==> src/rtl/mm2s_readback.sv <==
// Read-back controller: issues fixed-size MM2S commands, checks each status
// byte, and serializes the 64-bit read stream into bytes for a slow sink.
module mm2s_readback #(
  parameter logic [31:0] BASE_ADDR = 32'h0000_0000,
  parameter logic [22:0] BTT       = 23'h00_1000,
  parameter int          NUM_CMDS  = 16
) (
  input  logic        clk,
  input  logic        reset_n,
  input  logic        start,
  output logic        busy,
  output logic        done,
  output logic        err,
  output logic [7:0]  err_status,
  output logic [71:0] S_AXIS_MM2S_CMD_tdata,
  output logic        S_AXIS_MM2S_CMD_tvalid,
  input  logic        S_AXIS_MM2S_CMD_tready,
  input  logic [7:0]  M_AXIS_MM2S_STS_tdata,
  input  logic        M_AXIS_MM2S_STS_tkeep,
  input  logic        M_AXIS_MM2S_STS_tlast,
  input  logic        M_AXIS_MM2S_STS_tvalid,
  output logic        M_AXIS_MM2S_STS_tready,
  input  logic [63:0] M_AXIS_MM2S_tdata,
  input  logic [7:0]  M_AXIS_MM2S_tkeep,
  input  logic        M_AXIS_MM2S_tlast,
  input  logic        M_AXIS_MM2S_tvalid,
  output logic        M_AXIS_MM2S_tready,
  output logic [7:0]  byte_tdata,
  output logic        byte_tvalid,
  output logic        byte_tlast,
  input  logic        byte_tready,
  output logic [31:0] byte_count
);

  typedef enum logic [1:0] {IDLE, CMD, WAIT_STS, DRAIN} state_t;

  localparam logic [15:0] LAST_IDX = 16'(NUM_CMDS - 1);

  state_t      state_q, state_d;
  logic [15:0] idx_q, idx_d;
  logic [31:0] addr_q, addr_d;
  logic        err_q, err_d;
  logic [7:0]  err_status_q, err_status_d;
  logic        done_q, done_d;
  logic [63:0] hold_data_q, hold_data_d;
  logic [7:0]  hold_keep_q, hold_keep_d;
  logic        hold_last_q, hold_last_d;
  logic [31:0] byte_count_q, byte_count_d;
  logic        alive_q, alive_d;

  logic start_acc, cmd_hs, sts_hs, sts_good;
  logic empty, last_byte, byte_hs, beat_hs;
  logic unused_sts_sideband;

  assign unused_sts_sideband = ^{M_AXIS_MM2S_STS_tkeep, M_AXIS_MM2S_STS_tlast};

  // Keep bits are contiguous from bit 0, so after shifting the last kept
  // byte is the one whose remaining keep is exactly 1.
  assign empty     = (hold_keep_q == 8'h00);
  assign last_byte = (hold_keep_q == 8'h01);
  assign byte_hs   = !empty && byte_tready;
  assign beat_hs   = M_AXIS_MM2S_tvalid && M_AXIS_MM2S_tready;

  assign start_acc = (state_q == IDLE) && start;
  assign cmd_hs    = S_AXIS_MM2S_CMD_tvalid && S_AXIS_MM2S_CMD_tready;
  assign sts_hs    = M_AXIS_MM2S_STS_tvalid && M_AXIS_MM2S_STS_tready;
  assign sts_good  = M_AXIS_MM2S_STS_tdata[7] && (M_AXIS_MM2S_STS_tdata[6:4] == 3'b000) &&
                     (M_AXIS_MM2S_STS_tdata[3:0] == idx_q[3:0]);

  assign busy                   = (state_q != IDLE);
  assign done                   = done_q;
  assign err                    = err_q;
  assign err_status             = err_status_q;
  assign S_AXIS_MM2S_CMD_tvalid = (state_q == CMD);
  assign S_AXIS_MM2S_CMD_tdata  = S_AXIS_MM2S_CMD_tvalid ?
                                  {4'h0, idx_q[3:0], addr_q, 1'b0, 1'b1, 6'h00, 1'b1, BTT} : 72'h0;
  assign M_AXIS_MM2S_STS_tready = (state_q == WAIT_STS);
  // alive_q holds the data port closed while in reset and for the first cycle out of it.
  assign M_AXIS_MM2S_tready     = alive_q && (empty || (byte_hs && last_byte));
  assign byte_tvalid            = !empty;
  assign byte_tdata             = hold_data_q[7:0];
  assign byte_tlast             = hold_last_q && last_byte;
  assign byte_count             = byte_count_q;

  always_comb begin
    state_d      = state_q;
    idx_d        = idx_q;
    addr_d       = addr_q;
    err_d        = err_q;
    err_status_d = err_status_q;
    done_d       = 1'b0;
    alive_d      = 1'b1;
    unique case (state_q)
      IDLE: begin
        if (start) begin
          state_d      = CMD;
          idx_d        = 16'h0000;
          addr_d       = BASE_ADDR;
          err_d        = 1'b0;
          err_status_d = 8'h00;
        end
      end
      CMD: begin
        if (cmd_hs) state_d = WAIT_STS;
      end
      WAIT_STS: begin
        if (sts_hs) begin
          if (!sts_good) begin
            err_d        = 1'b1;
            err_status_d = M_AXIS_MM2S_STS_tdata;
            state_d      = DRAIN;
          end else if (idx_q == LAST_IDX) begin
            state_d = DRAIN;
          end else begin
            idx_d   = idx_q + 16'd1;
            addr_d  = addr_q + 32'(BTT);
            state_d = CMD;
          end
        end
      end
      DRAIN: begin
        if (empty && !M_AXIS_MM2S_tvalid) begin
          state_d = IDLE;
          done_d  = 1'b1;
        end
      end
      default: state_d = IDLE;
    endcase
  end

  always_comb begin
    hold_data_d  = hold_data_q;
    hold_keep_d  = hold_keep_q;
    hold_last_d  = hold_last_q;
    byte_count_d = byte_count_q;
    if (beat_hs) begin
      hold_data_d = M_AXIS_MM2S_tdata;
      hold_keep_d = M_AXIS_MM2S_tkeep;
      hold_last_d = M_AXIS_MM2S_tlast;
    end else if (byte_hs) begin
      hold_data_d = {8'h00, hold_data_q[63:8]};
      hold_keep_d = {1'b0, hold_keep_q[7:1]};
    end
    if (start_acc) begin
      byte_count_d = 32'h0;
    end else if (byte_hs) begin
      byte_count_d = byte_count_q + 32'd1;
    end
  end

  always_ff @(posedge clk or negedge reset_n) begin
    if (!reset_n) begin
      state_q      <= IDLE;
      idx_q        <= 16'h0000;
      addr_q       <= 32'h0;
      err_q        <= 1'b0;
      err_status_q <= 8'h00;
      done_q       <= 1'b0;
      hold_data_q  <= 64'h0;
      hold_keep_q  <= 8'h00;
      hold_last_q  <= 1'b0;
      byte_count_q <= 32'h0;
      alive_q      <= 1'b0;
    end else begin
      state_q      <= state_d;
      idx_q        <= idx_d;
      addr_q       <= addr_d;
      err_q        <= err_d;
      err_status_q <= err_status_d;
      done_q       <= done_d;
      hold_data_q  <= hold_data_d;
      hold_keep_q  <= hold_keep_d;
      hold_last_q  <= hold_last_d;
      byte_count_q <= byte_count_d;
      alive_q      <= alive_d;
    end
  end

endmodule

==> config.mk <==
export PLATFORM = sky130hd
export DESIGN_NAME = mm2s_readback
export DESIGN_NICKNAME = d
export VERILOG_FILES = /design/src/rtl/mm2s_readback.sv
export SDC_FILE = /design/constraint.sdc
export NUM_CORES = 1
export LEC_CHECK = 0
export ABC_AREA = 1
export CORE_MARGIN = 10
export CORE_UTILIZATION = 55
export CTS_BUF_LIST = sky130_fd_sc_hd__clkbuf_4 sky130_fd_sc_hd__clkbuf_8 sky130_fd_sc_hd__clkbuf_16
export DETAILED_ROUTE_END_ITERATION = 10
export PLACE_DENSITY = 0.86
export SLEW_MARGIN = 10
export SYNTH_ARGS = -nofsm -noshare
export SYNTH_HDL_FRONTEND = slang
export SYNTH_SLANG_ARGS = --single-unit
export TNS_END_PERCENT = 5
==> constraint.sdc <==
create_clock -name clk -period 2.8 [get_ports clk]
set_clock_uncertainty 0.15 [all_clocks]
set_input_delay 0.56 -clock clk [delete_from_list [all_inputs] [get_ports clk]]
set_output_delay 0.56 -clock clk [all_outputs]
set_load 0.1 [all_outputs]
==> impl_metrics.py <==
metrics = {
    "timing": {
        "max_freq_mhz": 378,
        "whs_ns": 0.326,
        "period_share": 0.944,
        "finalSetupViolations": 0,
        "layout_min_cycle_time_ns": 2.64,
        "rsz0062_at_grt": "false",
        "maxSlewViolCount": 0,
        "max_slew_margin": 0.533,
        "tightest_slew_ns": 0.700,
        "hold_viol": 0,
    },
    "clock_network": {
        "cts_inserted_buffers": 17,
        "clock_path_buffers": 2,
        "clk_pin_slew_ns": 0.06,
        "ctsResizeCount": 0,
        "cts_sinks": 154,
        "holdBufCountCts": 1,
        "clkLatencyLatePin_ns": 0.42,
        "clockRootBuffer": "clkbuf_16",
        "post_cts_buffers": 0,
        "htree_levels": 4,
        "cts_tree": "done",
    },
    "cells_and_area": {
        "nets": 1643,
        "fillers": 1414,
        "drive_above_1_share": 0.129,
        "final_core_util": 0.700,
        "layout_commonest_cell": "nand2_1",
        "area_growth_pct": 26.1,
        "antenna_cells": 0,
        "mostFrequentLayoutCells": "nand2_1, inv_1, dfrtp_1",
    },
    "grt": {
        "track_usage": 0.230,
        "grt_pass1_wl_um": 43000,
        "antenna_found_initial": 0,
        "grt-ovfl-total": 0,
        "grt_pass1_vias": 8869,
        "grt_max_degree": 75,
    },
    "logic_synthesis": {
        "netlist_instances": 1408,
        "netlist_top_cells_area": "dfrtp_1, nand2_1, inv_1, nand3_1, nor2_1",
        "synth_area_leader_cell": "dfrtp_1",
        "synth_cell_type_count": 38,
        "ys_seq_elements": 154,
        "ys_seq_area_frac": 0.405,
        "synth_warnings": 0,
        "synth_area_per_cell_um2": 6.75,
        "synth_top_area_frac": 0.405,
        "synth_area_um2": 9510,
    },
    "power": {
        "irDropWorstVdd_uv": 640,
        "power_density_nw_per_um2": 843,
        "p_clk_frac": 0.246,
        "intPower_mw": 5.37,
        "p_comb_frac": 0.450,
        "p_sw_mw": 4.74,
        "power.leakage_nw": 5.95,
        "switching_share": 0.469,
        "power_frac_seq": 0.304,
    },
    "floorplan": {
        "core_um2": 17100,
        "start_util": 0.555,
        "die_h_um": 151,
        "num_rows": 48,
        "io_pins": 218,
        "dieArea_um2": 22900,
        "die_w_um": 151,
    },
    "setup_path": {
        "path_class": "register to output pin",
        "crit_path_end_kind": "output pin",
        "crit_fanout": 26,
        "worstPathRequired_ns": 2.09,
        "crit_path_start_kind": "register",
        "cp.arrival_ns": 1.93,
    },
    "placement": {
        "hpwl_um": 19300,
        "portBuffers": 170,
        "place_congestion": 0.961,
    },
    "route": {
        "vias": 9116,
        "drtPass1Iterations": 5,
        "drtIter0Drc": 840,
        "ant_nets": 0,
        "drc": 0,
        "wire_per_inst_um": 14.9,
        "drt-total-wl_um": 26600,
        "via_per_inst": 5.10,
    },
    "outcome": {
        "status": "complete, no violations",
    },
    "run": {
        "cap_violations": 0,
    },
    "min_path": {
        "min_path_type": "register to register",
    },
}
[stage by stage]
step	std cells	power [mW]	setup WS, ns	area, µm²	setup TNS (ns)
2_1_floorplan	1452	6.72	-0.310	9740	-6.20
3_3_place_gp	1755	7.51	0.363	11300	0
3_5_place_dp	1755	7.63	0.301	11300	0
4_1_cts	1788	10.1	0.117	12000	0
5_1_grt	1788	10.6	0.0291	12000	0
6_report	1788	10.1	0.157	12000	0
[power groups by stage]
stage	clock network, mW	registers [mW]	logic, mW
6_report	2.48	3.08	4.55
5_1_grt	2.60	3.13	4.90
4_1_cts	2.50	3.07	4.57
3_5_place_dp	0	3.09	4.54
3_3_place_gp	0	3.07	4.44
2_1_floorplan	0	3.64	3.08
[worst paths after layout]
path,cells after the start,slack (ns),end,from
worst max register to register,10,0.64,addr_q[20],idx_q[0]
worst min register to register,2,0.33,hold_data_q[59],hold_data_q[59]
worst max-delay path,5,0.16,S_AXIS_MM2S_CMD_tdata[59],state_q[0]
worst min-delay path,2,0.33,hold_data_q[59],hold_data_q[59]
min in group asynchronous,2,0.51,byte_count[15],reset_n
max in group asynchronous,3,1.29,hold_data_q[41],reset_n
[layer usage]
layer | global-route usage | wire (µm)
met4 | 0.0890 | 798
met1 | 0.276 | 10600
met3 | 0.0469 | 1950
met5 | 0 | 0
met2 | 0.396 | 13200
[area by class of cell]
cell class / instances / area (µm²) / area share
Sequential cell: 154 / 3850 / 0.322
Inverter: 197 / 741 / 0.0618
Clock inverter: 11 / 169 / 0.0141
Timing Repair Buffer: 185 / 2040 / 0.170
Multi-Input combinational cell: 995 / 4440 / 0.371
Tap cell: 225 / 282 / 0.0235
Clock buffer: 21 / 462 / 0.0385
[cell usage after synthesis (all sizes together)]
master / count
a21boi: 1
a21oi: 6
and2: 1
and3: 1
buf: 94
clkbuf: 12
clkinv: 1
conb: 2
dfrtp: 154
ha: 3
inv: 196
nand2: 519
nand3: 140
nand3b: 4
nand4: 22
nor2: 143
nor3: 7
o211ai: 1
o21a: 1
o21ai: 75
o21bai: 2
o31ai: 2
or2: 2
xnor2: 5
xor2: 14
[critical path, cell delays in order, from the launching register on]
cell and delay (ns):
dfrtp_1 0.48, inv_2 0.10, nor2_4 0.17, inv_2 0.29
nor2_2 0.27, buf_12 0.20
[flip-flops by register name, summed over array words and instances (netlist names)]
name,count
alive_q,1
err,1
hold_data_q,64
state_q,2
done,1
byte_count,32
addr_q,20
hold_keep_q,8
err_status,8
idx_q,16
hold_last_q,1
[cell families (layout without fill, tap and decap cells)]
kind of cell | count (synthesis) | count (layout) | share of synthesized area
simple gates | 839 | 839 | 0.365
flops | 154 | 154 | 0.405
other cells | 2 | 46 | 0.000790
xor+xnor | 19 | 19 | 0.0175
compound gates | 88 | 88 | 0.0549
fa+ha+maj | 3 | 3 | 0.00395
buf+inv | 303 | 414 | 0.153
No activity file was read; power rests on OpenSTA's default activity.
